**config.mk**
```make
export PLATFORM = sky130hd
export DESIGN_NAME = ps2_kbd_decoder
export DESIGN_NICKNAME = d
export VERILOG_FILES = /design/src/rtl/ps2_pkg.sv /design/src/rtl/ps2_kbd_init.sv /design/src/rtl/ps2_kbd_decoder.sv
export SDC_FILE = /design/constraint.sdc
export NUM_CORES = 1
export LEC_CHECK = 0
export ABC_CLOCK_PERIOD_IN_PS = 3700
export BUFFER_PORTS_ARGS = -buffer_cell sky130_fd_sc_hd__buf_2
export CORE_MARGIN = 3
export CORE_UTILIZATION = 35
export DETAILED_ROUTE_END_ITERATION = 10
export REMOVE_ABC_BUFFERS = 1
export SLEW_MARGIN = 5
export SYNTH_ARGS = -nofsm -noshare
export SYNTH_HDL_FRONTEND = slang
export SYNTH_SLANG_ARGS = --single-unit
```
**constraint.sdc**
```tcl
create_clock -name clk -period 3.7 [get_ports clk]
set_clock_uncertainty 0.1 [all_clocks]
set_input_delay 0 -clock clk [delete_from_list [all_inputs] [get_ports clk]]
set_output_delay 0 -clock clk [all_outputs]
set_load 0.02 [all_outputs]
```
**src/rtl/ps2_pkg.sv**
```systemverilog
// Shared scan-code set 2 constants, FSM state encoding and the Tetris key map
// used by the PS/2 keyboard decoder and its init sequencer.
package ps2_pkg;

  localparam logic [7:0] SC_E0 = 8'hE0;
  localparam logic [7:0] SC_F0 = 8'hF0;
  localparam logic [7:0] SC_FA = 8'hFA;
  localparam logic [7:0] SC_AA = 8'hAA;
  localparam logic [7:0] SC_FC = 8'hFC;
  localparam logic [7:0] SC_FF = 8'hFF;
  localparam logic [7:0] SC_00 = 8'h00;
  localparam logic [7:0] SC_EE = 8'hEE;
  localparam logic [7:0] SC_FE = 8'hFE;
  localparam logic [7:0] SC_12 = 8'h12;
  localparam logic [7:0] SC_6B = 8'h6B;
  localparam logic [7:0] SC_74 = 8'h74;
  localparam logic [7:0] SC_75 = 8'h75;
  localparam logic [7:0] SC_72 = 8'h72;
  localparam logic [7:0] SC_29 = 8'h29;

  // Bit positions inside key_state = {drop, down, rotate, right, left}
  localparam int KEY_LEFT   = 0;
  localparam int KEY_RIGHT  = 1;
  localparam int KEY_ROTATE = 2;
  localparam int KEY_DOWN   = 3;
  localparam int KEY_DROP   = 4;

  typedef enum logic [2:0] {
    INIT_SEND,
    INIT_WAIT_TX,
    INIT_WAIT_ACK,
    INIT_WAIT_BAT,
    IDLE,
    PRE_E0,
    PRE_F0,
    PRE_E0F0
  } ps2_state_e;

  typedef struct packed {
    logic       hit;
    logic [2:0] idx;
  } key_map_t;

  function automatic key_map_t key_lookup(input logic ext, input logic [7:0] code);
    key_map_t m;
    m.hit = 1'b1;
    m.idx = 3'd0;
    if (ext) begin
      case (code)
        SC_6B:   m.idx = 3'(KEY_LEFT);
        SC_74:   m.idx = 3'(KEY_RIGHT);
        SC_75:   m.idx = 3'(KEY_ROTATE);
        SC_72:   m.idx = 3'(KEY_DOWN);
        default: m.hit = 1'b0;
      endcase
    end else if (code == SC_29) begin
      m.idx = 3'(KEY_DROP);
    end else begin
      m.hit = 1'b0;
    end
    return m;
  endfunction

endpackage

```
**src/rtl/ps2_kbd_init.sv**
```systemverilog
// Keyboard reset handshake: sends 0xFF, expects ACK (FA) then BAT pass (AA),
// retrying up to MAX_RETRY attempts before reporting failure.
module ps2_kbd_init
  import ps2_pkg::*;
#(
  parameter int MAX_RETRY = 3,
  parameter bit INIT_EN   = 1'b1
) (
  input  logic       clk,
  input  logic       rst,
  input  logic       rx_valid,
  input  logic [7:0] rx_data,
  input  logic       tx_ready,
  input  logic       tx_done,
  input  logic       timeout,
  output logic       wr_stb,
  output logic [7:0] wr_data,
  output logic       init_done,
  output logic       init_fail,
  output ps2_state_e state,
  output ps2_state_e state_nxt
);

  localparam int RETRY_W = (MAX_RETRY > 1) ? $clog2(MAX_RETRY + 1) : 1;
  localparam logic [RETRY_W-1:0] LAST_TRY = RETRY_W'(MAX_RETRY - 1);
  localparam ps2_state_e RESET_STATE = INIT_EN ? INIT_SEND : IDLE;

  ps2_state_e         state_q, state_d;
  logic [RETRY_W-1:0] attempt_q, attempt_d;
  logic               wr_stb_q, wr_stb_d;
  logic [7:0]         wr_data_q, wr_data_d;
  logic               done_q, done_d;
  logic               fail_q, fail_d;
  logic               do_retry;

  always_comb begin
    state_d   = state_q;
    attempt_d = attempt_q;
    wr_stb_d  = 1'b0;
    wr_data_d = wr_data_q;
    done_d    = done_q;
    fail_d    = fail_q;
    do_retry  = 1'b0;
    case (state_q)
      INIT_SEND: begin
        if (tx_ready) begin
          wr_stb_d  = 1'b1;
          wr_data_d = SC_FF;
          state_d   = INIT_WAIT_TX;
        end
      end
      INIT_WAIT_TX: begin
        if (tx_done)      state_d  = INIT_WAIT_ACK;
        else if (timeout) do_retry = 1'b1;
      end
      INIT_WAIT_ACK: begin
        if (rx_valid) begin
          if (rx_data == SC_FA) state_d  = INIT_WAIT_BAT;
          else                  do_retry = 1'b1;
        end else if (timeout) begin
          do_retry = 1'b1;
        end
      end
      INIT_WAIT_BAT: begin
        if (rx_valid) begin
          if (rx_data == SC_AA) begin
            done_d  = 1'b1;
            state_d = IDLE;
          end else begin
            do_retry = 1'b1;
          end
        end else if (timeout) begin
          do_retry = 1'b1;
        end
      end
      default: ;
    endcase
    if (do_retry) begin
      if (attempt_q >= LAST_TRY) begin
        done_d  = 1'b1;
        fail_d  = 1'b1;
        state_d = IDLE;
      end else begin
        attempt_d = attempt_q + 1'b1;
        state_d   = INIT_SEND;
      end
    end
  end

  always_ff @(posedge clk or posedge rst) begin
    if (rst) begin
      state_q   <= RESET_STATE;
      attempt_q <= '0;
      wr_stb_q  <= 1'b0;
      wr_data_q <= 8'h00;
      done_q    <= !INIT_EN;
      fail_q    <= 1'b0;
    end else begin
      state_q   <= state_d;
      attempt_q <= attempt_d;
      wr_stb_q  <= wr_stb_d;
      wr_data_q <= wr_data_d;
      done_q    <= done_d;
      fail_q    <= fail_d;
    end
  end

  // A request whose ready dropped is lost; the WAIT_TX timeout turns it into a retry.
  assign wr_stb    = wr_stb_q & tx_ready;
  assign wr_data   = wr_data_q;
  assign init_done = done_q;
  assign init_fail = fail_q;
  assign state     = state_q;
  assign state_nxt = state_d;

endmodule

```
**src/rtl/ps2_kbd_decoder.sv**
```systemverilog
// Scan-code set 2 decoder: E0/F0 prefix tracking, one event per completed
// sequence, held-state vector for the Tetris keys, and the shared timeout counter.
module ps2_kbd_decoder
  import ps2_pkg::*;
#(
  parameter int TIMEOUT_CYCLES = 1_000_000,
  parameter int MAX_RETRY      = 3,
  parameter bit INIT_EN        = 1'b1
) (
  input  logic       clk,
  input  logic       rst,
  input  logic       ps2_rddata_valid,
  input  logic [7:0] ps2_rd_data,
  input  logic       ps2_tx_ready,
  input  logic       ps2_tx_done,
  output logic       ps2_wr_stb,
  output logic [7:0] ps2_wr_data,
  output logic       key_valid,
  output logic [7:0] key_code,
  output logic       key_ext,
  output logic       key_break,
  output logic [4:0] key_state,
  output logic       init_done,
  output logic       init_fail
);

  localparam int CNT_REQ = $clog2(TIMEOUT_CYCLES + 1);
  localparam int CNT_W   = (CNT_REQ > 20) ? CNT_REQ : 20;
  localparam logic [CNT_W-1:0] CNT_LAST = CNT_W'(TIMEOUT_CYCLES - 1);
  localparam logic [CNT_W-1:0] CNT_MAX  = '1;

  ps2_state_e init_state, init_state_nxt;
  ps2_state_e dec_state_q, dec_state_d;
  logic       state_chg, timeout_hit;
  logic [CNT_W-1:0] cnt_q, cnt_d;

  logic       valid_q, valid_d;
  logic [7:0] code_q, code_d;
  logic       ext_q, ext_d;
  logic       brk_q, brk_d;
  logic [4:0] ks_q, ks_d;
  logic       emit, e_ext, e_brk;
  key_map_t   km;

  ps2_kbd_init #(
    .MAX_RETRY (MAX_RETRY),
    .INIT_EN   (INIT_EN)
  ) u_init (
    .clk       (clk),
    .rst       (rst),
    .rx_valid  (ps2_rddata_valid),
    .rx_data   (ps2_rd_data),
    .tx_ready  (ps2_tx_ready),
    .tx_done   (ps2_tx_done),
    .timeout   (timeout_hit),
    .wr_stb    (ps2_wr_stb),
    .wr_data   (ps2_wr_data),
    .init_done (init_done),
    .init_fail (init_fail),
    .state     (init_state),
    .state_nxt (init_state_nxt)
  );

  assign timeout_hit = (cnt_q >= CNT_LAST);

  // The counter belongs to whichever FSM currently owns the byte stream.
  always_comb begin
    if (init_done) state_chg = (dec_state_d != dec_state_q);
    else           state_chg = (init_state_nxt != init_state);
    if (ps2_rddata_valid || state_chg) cnt_d = '0;
    else if (cnt_q == CNT_MAX)         cnt_d = cnt_q;
    else                               cnt_d = cnt_q + 1'b1;
  end

  always_comb begin
    dec_state_d = dec_state_q;
    valid_d     = 1'b0;
    code_d      = code_q;
    ext_d       = ext_q;
    brk_d       = brk_q;
    ks_d        = ks_q;
    emit        = 1'b0;
    e_ext       = 1'b0;
    e_brk       = 1'b0;
    km          = key_lookup(1'b0, ps2_rd_data);
    if (init_done && ps2_rddata_valid) begin
      case (dec_state_q)
        IDLE: begin
          case (ps2_rd_data)
            SC_E0:               dec_state_d = PRE_E0;
            SC_F0:               dec_state_d = PRE_F0;
            SC_00, SC_FF, SC_AA: ks_d = '0;
            SC_FA, SC_EE, SC_FE: ;
            default:             emit = 1'b1;
          endcase
        end
        PRE_E0: begin
          if (ps2_rd_data == SC_F0) begin
            dec_state_d = PRE_E0F0;
          end else begin
            dec_state_d = IDLE;
            emit        = (ps2_rd_data != SC_12);
            e_ext       = 1'b1;
          end
        end
        PRE_F0: begin
          dec_state_d = IDLE;
          emit        = 1'b1;
          e_brk       = 1'b1;
        end
        PRE_E0F0: begin
          dec_state_d = IDLE;
          emit        = (ps2_rd_data != SC_12);
          e_ext       = 1'b1;
          e_brk       = 1'b1;
        end
        default: dec_state_d = IDLE;
      endcase
    end else if (init_done && timeout_hit && dec_state_q != IDLE) begin
      dec_state_d = IDLE;
    end
    if (emit) begin
      valid_d = 1'b1;
      code_d  = ps2_rd_data;
      ext_d   = e_ext;
      brk_d   = e_brk;
      km      = key_lookup(e_ext, ps2_rd_data);
      if (km.hit) ks_d[km.idx] = ~e_brk;
    end
  end

  always_ff @(posedge clk or posedge rst) begin
    if (rst) begin
      dec_state_q <= IDLE;
      cnt_q       <= '0;
      valid_q     <= 1'b0;
      code_q      <= 8'h00;
      ext_q       <= 1'b0;
      brk_q       <= 1'b0;
      ks_q        <= '0;
    end else begin
      dec_state_q <= dec_state_d;
      cnt_q       <= cnt_d;
      valid_q     <= valid_d;
      code_q      <= code_d;
      ext_q       <= ext_d;
      brk_q       <= brk_d;
      ks_q        <= ks_d;
    end
  end

  assign key_valid = valid_q;
  assign key_code  = code_q;
  assign key_ext   = ext_q;
  assign key_break = brk_q;
  assign key_state = ks_q;

endmodule

```
## After elaboration in Yosys (flattened, before gate mapping)

Index checks and enable logic that the tools add are counted.

| word-level totals | value |
|---|---|
| flip-flop bits (word level) | 48 |
| bits in latches | 0 |
| RAM bits | 0 |
| bits in read-only memories | 0 |
| output and inout bits | 27 |
| logic and storage cells | 116 |
| memories | 0 |

| cells by class | value |
|---|---|
| $add $sub $neg | 2 |
| multipliers | 0 |
| divide/modulo/power cells | 0 |
| $lt $le $gt $ge | 4 |
| equal/unequal tests | 25 |
| shifts and indexed selects | 0 |
| mux-type cells | 55 |
| bitwise logic cells | 3 |
| reductions and logical operators | 14 |

Operator list:

| cell | count |
|---|---|
| $eq A8 B8 Y1 const B | 7 |
| $mux W20 | 2 |
| $mux W3 | 11 |
| $eq A8 B7 Y1 const B | 4 |
| $mux W1 | 25 |
| $mux W5 | 5 |
| $add A20 B1 Y20 const B | 1 |
| $eq A20 B20 Y1 const B | 1 |
| $ge A20 B20 Y1 const B | 1 |
| $eq A3 B3 Y1 const B | 4 |
| $pmux W3 S2 | 2 |
| $pmux W3 S4 | 1 |
| $eq A8 B6 Y1 const B | 1 |
| $logic_not A8 Y1 | 1 |
| $mux W4 | 2 |
| $ne A8 B5 Y1 const B | 1 |
| $reduce_or A8 Y1 | 1 |
| $eq A3 B2 Y1 const B | 2 |
| $ne A3 B3 Y1 | 2 |
| $pmux W2 S3 | 1 |
| $reduce_and A2 Y1 | 3 |
| $bwmux W5 | 1 |
| $logic_and A1 B1 Y1 | 4 |
| $lt A3 B4 Y1 const B | 1 |
| other kinds (18) | 19 |

## Logic depth before layout (Yosys ltp)

Gate-level depths: netlist of the first run.

| logic depth | value |
|---|---|
| depth after elaboration | 13 |
| gate-level depth with buffers | 8 |

## Cells and area by module

Synthesis of the first run repeated with hierarchy kept, for this count alone.

| second synthesis, totals | value |
|---|---|
| cell total of the unflattened synthesis | 274 |
| area total of the unflattened synthesis | 2690.1 µm² |

By module, submodules not included:

| module | instances | cells an instance | area an instance (µm²) | seq. area each (µm²) |
|---|---|---|---|---|
| ps2_kbd_decoder | 1 | 217 | 2120.8 | 977.2 |
| ps2_kbd_init | 1 | 57 | 569.3 | 225.2 |

## Worst setup path after synthesis of the first run

Ideal clock, no wire load.

| path | value |
|---|---|
| kind | reg2reg |
| start | register cnt_q[0] |
| end | register cnt_q[4] |
| setup time | 0.120 ns |
| data arrival time | 1.788 ns |
| data required time | 3.480 ns |
| slack | 1.692 ns |
| stages on the path, launching flop included | 9 |
| clock period less this slack | 2.008 ns |
| cells stage by stage | dfrtp_1 -> ha_1 -> nand4_1 -> o2111ai_1 -> nand2_1 -> o32a_1 -> o221ai_2 -> buf_4 -> nor2_1 |

| between the ends | value |
|---|---|
| longest elaborated chain between the ends | 9 |
| elaborated cells between the ends (all ways) | 20 |
| classes of those cells | add/sub: 1; order compare: 1; eq/ne: 4; mux: 11; reduce/logical: 3 |

Ends and longest elaborated chain:

| element | line | RTL |
|---|---|---|
| from (decl) | ps2_kbd_decoder.sv:35 | `logic [CNT_W-1:0] cnt_q, cnt_d;` |
| from (signal assigned) | ps2_kbd_decoder.sv:143 | `cnt_q <= cnt_d;` |
| $ge A20 B20 Y1 | ps2_kbd_decoder.sv:64 | `assign timeout_hit = (cnt_q >= CNT_LAST);` |
| $mux W1 or $logic_and A1 B1 Y1 (tied branches) | - |  |
| $mux W1, or another cell as far along | ps2_kbd_init.sv:65 | `if (rx_valid) begin` |
| $pmux W1 S3 or $mux W3 (tied branches) | ps2_kbd_init.sv:44, ps2_kbd_decoder.sv:119 |  |
| $mux W3, on equally long branches | ps2_kbd_init.sv:78, ps2_kbd_decoder.sv:86 |  |
| $ne A3 B3 Y1, on equally long branches | ps2_kbd_decoder.sv:69, ps2_kbd_decoder.sv:68 |  |
| $mux W1 | ps2_kbd_decoder.sv:68 | `if (init_done) state_chg = (dec_state_d != dec_state_q);` |
| $logic_or A1 B1 Y1 | ps2_kbd_decoder.sv:70 | `if (ps2_rddata_valid \|\| state_chg) cnt_d = '0;` |
| $ne A2 B2 Y1 (no source line) or $mux W20 (tied branches) | - |  |

Several ways; a longest one is shown, not always the timed one. The select of a mux whose other input is x is not followed.
A chain may end at the register's enable or synchronous reset.

## Worst setup path after layout of the first run

| path | value |
|---|---|
| start | register cnt_q[0] |
| end | register cnt_q[19] |

The elaborated chain is that of the path after synthesis.

==> impl_metrics.yaml, run 1 <==
worst_setup_path:
  critPathSlowestCell: "o221ai_2"
  path_cells: "ha_1, nand4_1, o2111ai_1, nand2_1, o32a_1, o221ai_2, nor2_1"
  worstPathArrival_ps: 2690
  cp.required_ps: 3740
  worstSetupPathType: "flop to flop"
  r2r_start: "cnt_q[0]"
  critical_path.max_fanout: 20
  startpoint_type: "flop"
  crit_buf_inv: 0
  end_kind: "flop"
  critPathTopFamily: "compound AO/OA/AOI/OAI gates"
  max_stage_delay_ps: 760
  worstSetupStartpoint: "cnt_q[0]"
drt:
  ant_nets: 0
  firstDrtPassIters: 4
  wl_per_cell_um: 13.9
  drtIter0Drc: 70
  drc: 0
  routed_wl_mm: 5.76
  via_per_inst: 5.22
  vias: 2156
floorplanning:
  die-area_sq_um: 8960
  core-area_sq_um: 7450
  initial_utilization_pct: 36.9
  die_x_um: 94.7
  io_pins: 40
  row_count: 31
  die_h_um: 94.7
synthesis:
  async_flop_share_pct: 100
  synth_cell_types: 58
  synthCells: 280
  ys.warnings.count: 0
  ys_ff_latch: 48
  synthAdderAreaFrac_pct: 0.910
  synthSimpleGateAreaFrac_pct: 26.9
  synth_edf_count: 0
  synth_xor_area_share_pct: 5.41
  synth_ff_type: "dfrtp_1"
  seq_area_frac_synth_pct: 43.7
  syn_avg_cell_area_sq_um: 9.83
  netlist_area_sq_um: 2750
  synth_top_family_by_area: "simple AND/OR/NAND/NOR gates"
  synthMuxAreaShare_pct: 5.09
  synth_compound_area_share_pct: 11.5
clock_network:
  numClockSinks: 48
  ctsResizeCount: 0
  cts_tree: "yes"
  clk_path_buf_depth: 2
  h-tree-depth: 2
  numCtsBuffers: 5
  cts_root_buffer: "clkbuf_8"
  clkTransAtPathRegs_ps: 90
  clk-insertion-delay-late_ps: 290
pwr:
  finalPower_mw: 1.38
  p_per_area_nw_per_um2: 445
  ir_drop_uv: 250
  power.leakage_nw: 1.33
sta:
  fin_crit_ps: 2650
  fin_tns_setup_ps: 0
  rsz0062_at_grt: "no"
  finalCritPeriodShare_pct: 71.7
  finalHoldViolCount: 0
  tightest_slew_ps: 1020
  fmax_mhz: 377
  max-slew-margin-rel_pct: 31.7
  slew_viol_final: 0
  setup-violations-final: 0
final_layout:
  syn2layout_area_growth_pct: 12.6
  num-fill-cells: 757
  final_nets: 328
  drive_gt1_share_pct: 22.0
  antennaDiodeCount: 0
grt:
  grt_util_all_layers_pct: 13.8
  antenna_found_initial: 0
  grt_max_degree: 49
  grt_first_pass_wirelength_mm: 10.1
  grt_pass1_vias: 2195
  overflow: 0
status:
  status: "finished clean"
min_path:
  min-delay-start: "ps2_rd_data[0]"
  hold_path.class: "primary input to flop"
placed_design:
  hpwl_mm: 4.00
  globalplace.congestion: 0.774
  io_buffers: 39
job:
  drv_cap: 0
final timing paths:
path	cells after the start	slack (ps)	endpoint
worst min-delay path	3	4	key_state[2]
min in group asynchronous	3	400	cnt_q[18]
worst max register to register	7	1050	cnt_q[19]
worst max-delay path	7	1050	cnt_q[19]
max in group asynchronous	3	2480	cnt_q[0]
worst min register to register	1	370	u_init.init_fail
metal layers:
layer / global-route usage (%) / share of wire [%] / vias up
met5: 0 / 0 / -
met4: 3.25 / 0.54 / 0
met3: 2.71 / 3.7 / 2
met2: 22.3 / 47 / 51
met1: 19.1 / 49 / 1034
li1: - / - / 1069
cells by family (layout without fill, tap and decap cells):
group,count (synthesis),count (layout)
DFF,48,48
adders and majority gates,2,2
buffers and inverters,30,64
muxes,11,11
and+or+nand+nor,131,131
xor gates and xnor gates,17,17
AOI/OAI and AO/OA,41,41
power by group:
part           total [mW]  leakage [nW]  switching (mW)  internal (mW)
Combinational       0.392         0.674           0.232          0.159
Sequential          0.661         0.615          0.0673          0.594
Clock               0.326        0.0445           0.173          0.152
stage by stage:
stage / worst slack (ps) / hold slack (ps) / std cells / utilization (%) / instance area (sq um)
6_report: 1050 / 4.01 / 413 / 41.6 / 3100
4_1_cts: 990 / 2.81 / 413 / 41.6 / 3100
2_1_floorplan: 1450 / -3.91 / 259 / - / 2610
3_5_place_dp: 1010 / 216 / 397 / 39.3 / 2930
5_1_grt: 763 / 25.8 / 413 / 41.6 / 3100
3_3_place_gp: 1110 / 210 / 397 / 39.3 / 2930
synthesized netlist by cell type (5+ instances only):
cell type / count / share of area (%)
nor2b_1: 5 / 1.1
nor2_1: 32 / 4.4
mux2_4: 5 / 2.7
buf_4: 12 / 3.3
xor2_1: 8 / 2.5
dfrtp_1: 47 / 43
inv_1: 9 / 1.2
nand3_1: 16 / 2.9
nor3_1: 5 / 0.91
o31ai_1: 5 / 1.4
buf_2: 5 / 0.91
and2_1: 5 / 1.1
and4_1: 6 / 1.9
nand2_1: 18 / 2.5
nand4_1: 11 / 2.5
and3_1: 7 / 1.6
xnor2_1: 9 / 2.9
o21ai_0: 9 / 1.6
placed cells by master (no fill, tap or decap), types with 6 or more instances in the layout:
master	Yosys	layout
and3_1	7	7
and4_1	6	6
buf_2	5	39
clkbuf_8	0	6
dfrtp_1	47	47
dlygate4sd3_1	0	8
inv_1	9	8
nand2_1	18	18
nand3_1	16	16
nand4_1	11	11
nor2_1	32	32
o21ai_0	9	9
xnor2_1	9	9
xor2_1	8	8
layout make-up:
cell class / instances / area, sq um / share of cell area, %
Clock buffer: 7 / 86.3 / 2.79
Clock inverter: 1 / 7.51 / 0.242
Inverter: 9 / 33.8 / 1.09
Multi-Input combinational cell: 202 / 1370 / 44.2
Sequential cell: 48 / 1200 / 38.8
Tap cell: 99 / 124 / 4.00
Timing Repair Buffer: 47 / 275 / 8.88
sequential cells by signal (all words and copies together) (netlist names):
register / cells
cnt_q: 20
key_code: 8
key_state: 5
dec_state_q: 3
u_init.state: 3
u_init.attempt_q: 2
key_break: 1
key_ext: 1
key_valid: 1
u_init.init_done: 1
u_init.init_fail: 1
u_init.wr_data: 1
u_init.wr_stb_q: 1
what timing repair did:
action / CTS / global route
hold buffers: 8 / 0
buffers inserted: 0 / 0
endpoints found under the hold margin: 55 / 0
worst min-delay path, cell delays in order:
cell and delay, ps:
buf_2 180, nand3_1 110, o21ai_0 80
Note: power is estimated with default switching activity, not from simulation.
==> inputs of run 2 (changes only) <==
- ABC_CLOCK_PERIOD_IN_PS: 3700 -> 2350
- clock period: 3.7 -> 2.35 ns (I/O delays scaled with it)
==> run 2 against run 1 <==
  * Via count is 0.60% higher
  * Clock power grew 83%
  * Cell count up 1.7%
  * Critical path type unchanged
  * Critical endpoint is now cnt_q[9]
  * Largest cell class unchanged
==> impl_metrics.yaml, run 2 (synthesis results as in run 1) <==
status:
  status: "finished clean"
sta:
  fin_tns_setup_ps: 0
  tightest_slew_ps: 478
  finalHoldViolCount: 0
  fin_crit_ps: 2180
  slew_viol_final: 0
  max-slew-margin-rel_pct: 68.2
  finalCritPeriodShare_pct: 92.9
  rsz0062_at_grt: "no"
  setup-violations-final: 0
  fmax_mhz: 458
final_layout:
  layout.cells.most_common: "dfrtp_1"
  antennaDiodeCount: 0
  drive_gt1_share_pct: 23.4
  syn2layout_area_growth_pct: 15.5
  final_cell_mix: "dfrtp_1, buf_2, nor2_1"
  fin_area_sq_um: 3180
  final_nets: 335
  largest-register: "cnt_q"
  largest_reg_flops: 20
clock_network:
  cts_root_buffer: "clkbuf_8"
  cts_tree: "yes"
  numClockSinks: 48
  clkTransAtPathRegs_ps: 90
  cts_setup_buffers: 0
  h-tree-depth: 2
  numCtsBuffers: 5
  clk-insertion-delay-late_ps: 310
  ctsResizeCount: 0
  clk_path_buf_depth: 2
worst_setup_path:
  worstSetupPathType: "flop to flop"
  startpoint_type: "flop"
  critical_path.max_fanout: 20
  worstPathArrival_ps: 2270
  end_kind: "flop"
  cp.required_ps: 2430
drt:
  drc: 0
  ant_nets: 0
  routed_wl_mm: 5.81
  wl_per_cell_um: 13.8
  drtIter0Drc: 49
  via_per_inst: 5.16
  vias: 2169
  firstDrtPassIters: 4
floorplanning:
  initial_utilization_pct: 36.9
  die-area_sq_um: 8960
  die_h_um: 94.7
  die_x_um: 94.7
  core-area_sq_um: 7450
  row_count: 31
  io_pins: 40
grt:
  grt_max_degree: 30
  overflow: 0
  antenna_found_initial: 0
  grt_first_pass_wirelength_mm: 10.4
  grt_util_all_layers_pct: 14.4
  grt_pass1_vias: 2276
placed_design:
  hpwl_mm: 4.15
  globalplace.congestion: 0.814
  io_buffers: 39
  post_dp_cell_area_sq_um: 2990
pwr:
  ir_drop_uv: 422
  p_per_area_nw_per_um2: 719
  power.leakage_nw: 1.38
min_path:
  hold_path.class: "primary input to flop"
job:
  drv_cap: 0
[run 2: changes by cell type in the layout (fill, tap and decap cells not counted)]
| cell | change |
|---|---|
| buf_12 | +1 |
| buf_4 | +6 |
| bufinv_16 | +1 |
| clkbuf_1 | +1 |
| clkbuf_8 | -1 |
| clkinvlp_4 | -1 |
[run 2: area by class of cell]
| cell class | count | area (sq um) |
|---|---|---|
| tap | 99 | 124 |
| fill | 745 | 4270 |
| multi-input combinational | 202 | 1370 |
| timing repair buffer | 54 | 340 |
| clock inverter | 1 | 30.0 |
| inverter | 9 | 33.8 |
| clock buffer | 7 | 76.3 |
| sequential | 48 | 1200 |
[run 2: path summary, 6_finish.rpt]
check | depth (start not counted) | start | slack [ps] | endpoint
worst max-delay path | 8 | cnt_q[0] | 170 | cnt_q[9]
worst min-delay path | 2 | ps2_rd_data[3] | 20 | key_code[3]
worst max register to register | 8 | cnt_q[0] | 170 | cnt_q[9]
worst min register to register | 1 | u_init.init_fail | 370 | u_init.init_fail
max in group asynchronous | 4 | rst | 1270 | cnt_q[3]
min in group asynchronous | 3 | rst | 130 | key_state[0]
[run 2: worst max-delay path, cell delays in order (launching register included)]
cell,delay (ps)
dfrtp_1,400
ha_1,200
nand4_1,160
o2111ai_1,280
nand2_1,80
o32a_1,370
o221ai_2,220
buf_12,190
nor2_1,60
[run 2: timing repair]
| item | CTS | global route |
|---|---|---|
| endpoints found under the setup margin | 0 | 2 |
| hold buffers | 8 | 0 |
| endpoints found under the hold margin | 27 | 0 |
[run 2: layer usage]
metal	track usage (%)	routed length [um]
met2	23.4	2770
met1	19.3	2790
met5	0	0
met3	2.55	178
met4	4.81	71
[run 2: per-stage QoR]
step	util [%]	hold slack (ps)	power, mW	std cells	setup WS [ps]
floorplan	-	-3.91	1.45	259	104
global placement	40.2	-88.1	1.70	404	226
detailed placement	40.2	-82.2	1.70	404	189
CTS	42.7	15.1	2.32	420	160
global route	42.7	24.5	2.43	420	1.10
finish	42.7	23.4	2.29	420	167
[run 2: report_power, final]
group	internal (mW)	leakage [nW]	switching (mW)	total [mW]
registers	0.936	0.615	0.0812	1.02
clock network	0.319	0.0524	0.277	0.596
logic	0.277	0.713	0.395	0.672
==> inputs of run 3 (changes only) <==
- CTS_BUF_LIST: not set -> sky130_fd_sc_hd__clkbuf_16
==> run 3 against run 2 <==
  * Via count down 0.14%
  * Cell area up 0.51%
  * Clock power up 32%
  * Cell count down 0.95%
  * Register-to-register slack about the same
  * Critical path type unchanged
  * Critical endpoint unchanged
  * Largest cell class unchanged
  * Highest routed layer unchanged
==> impl_metrics.yaml, run 3 (synthesis results as in run 1) <==
worst_setup_path:
  worstSetupPathType: "flop to flop"
  startpoint_type: "flop"
  critical_path.max_fanout: 20
  end_kind: "flop"
  cp.required_ps: 2420
  worstPathArrival_ps: 2240
drt:
  routed_wl_mm: 5.79
  ant_nets: 0
  via_per_inst: 5.21
  firstDrtPassIters: 4
  wl_per_cell_um: 13.9
  drc: 0
  vias: 2166
  drtIter0Drc: 54
sta:
  fin_ws_ps: 181
  fin_crit_ps: 2170
  rsz0062_at_grt: "no"
  tightest_slew_ps: 478
  holdWs_ps: 8.24
  max-slew-margin-rel_pct: 68.1
  finalHoldViolCount: 0
  slew_viol_final: 0
  finalCritPeriodShare_pct: 92.3
  fin_tns_setup_ps: 0
  setup-violations-final: 0
  fmax_mhz: 461
clock_network:
  h-tree-depth: 2
  clk-insertion-delay-late_ps: 280
  clk_path_buf_depth: 2
  numCtsBuffers: 5
  cts_tree: "yes"
  clkTransAtPathRegs_ps: 70
  numClockSinks: 48
  cts_root_buffer: "clkbuf_16"
  cts_setup_buffers: 0
job:
  drv_cap: 0
final_layout:
  final_cell_mix: "dfrtp_1, buf_2, nor2_1"
  final_nets: 331
  fin_area_sq_um: 3190
  layout.cells.most_common: "dfrtp_1"
  largest_reg_flops: 20
  drive_gt1_share_pct: 23.7
  syn2layout_area_growth_pct: 16.1
  largest-register: "cnt_q"
  antennaDiodeCount: 0
  post_layout_nonfiller_instances: 416
  fin_util_pct: 42.9
placed_design:
  globalplace.congestion: 0.814
  place_inst: 404
  hpwl_mm: 4.15
  dp_slack_ps: 189
  post_dp_cell_area_sq_um: 2990
  io_buffers: 39
floorplanning:
  die_x_um: 94.7
  row_count: 31
  die_h_um: 94.7
  die-area_sq_um: 8960
  core-area_sq_um: 7450
  initial_utilization_pct: 36.9
  io_pins: 40
grt:
  grt_util_all_layers_pct: 14.2
  grt_pass1_vias: 2267
  antenna_found_initial: 0
  grt_max_degree: 30
  overflow: 0
  grt_first_pass_wirelength_mm: 10.4
pwr:
  power.leakage_nw: 1.40
  p_per_area_nw_per_um2: 775
  ir_drop_uv: 422
  finalPower_mw: 2.47
status:
  status: "finished clean"
min_path:
  hold_path.class: "primary input to flop"
-- run 3: cell types whose count changed in the layout (fill, tap and decap cells not counted), sizes merged --
| cell | previous run | this run |
|---|---|---|
| dlygate4sd3 | 8 | 4 |
| clkbuf | 7 | 5 |
| inv | 9 | 11 |
-- run 3: report_power, final --
| part | internal [mW] | switching [mW] |
|---|---|---|
| Clock | 0.494 | 0.291 |
| Sequential | 0.937 | 0.0819 |
| Combinational | 0.273 | 0.396 |
-- run 3: path summary, 6_finish.rpt --
kind | end | slack [ps] | from | cells past startpoint
setup / recovery | cnt_q[9] | 180 | cnt_q[0] | 8
hold / removal | u_init.state[1] | 8 | ps2_tx_done | 3
setup reg to reg | cnt_q[9] | 180 | cnt_q[0] | 8
hold reg to reg | u_init.init_fail | 360 | u_init.init_fail | 1
max in group asynchronous | cnt_q[3] | 1250 | rst | 4
min in group asynchronous | key_state[0] | 160 | rst | 3
-- run 3: metal layers --
metal  wire, um  vias up  track usage (%)
met1       2800     1042             19.4
met5          0        -                0
met3        213        5             2.63
met4         39        0             3.73
met2       2730       53             23.2
li1           -     1066                -
-- run 3: critical path: stages, from the launching register on --
cell and delay (ps):
dfrtp_1 390, ha_1 200, nand4_1 160, o2111ai_1 280
nand2_1 80, o32a_1 370, o221ai_2 220, buf_12 190
nor2_1 60
-- run 3: what timing repair did --
| item | CTS | global route |
|---|---|---|
| gates resized for setup | 0 | 0 |
| hold buffers | 4 | 0 |
| hold endpoints to repair | 22 | 0 |
| endpoints found under the setup margin | 0 | 2 |
-- run 3: cell type report --
class / instances / area, sq um
sequential: 48 / 1200
inverter: 9 / 33.8
multi-input combinational: 202 / 1370
clock inverter: 3 / 37.5
fill: 748 / 4250
timing repair buffer: 50 / 300
clock buffer: 5 / 125
tap: 99 / 124
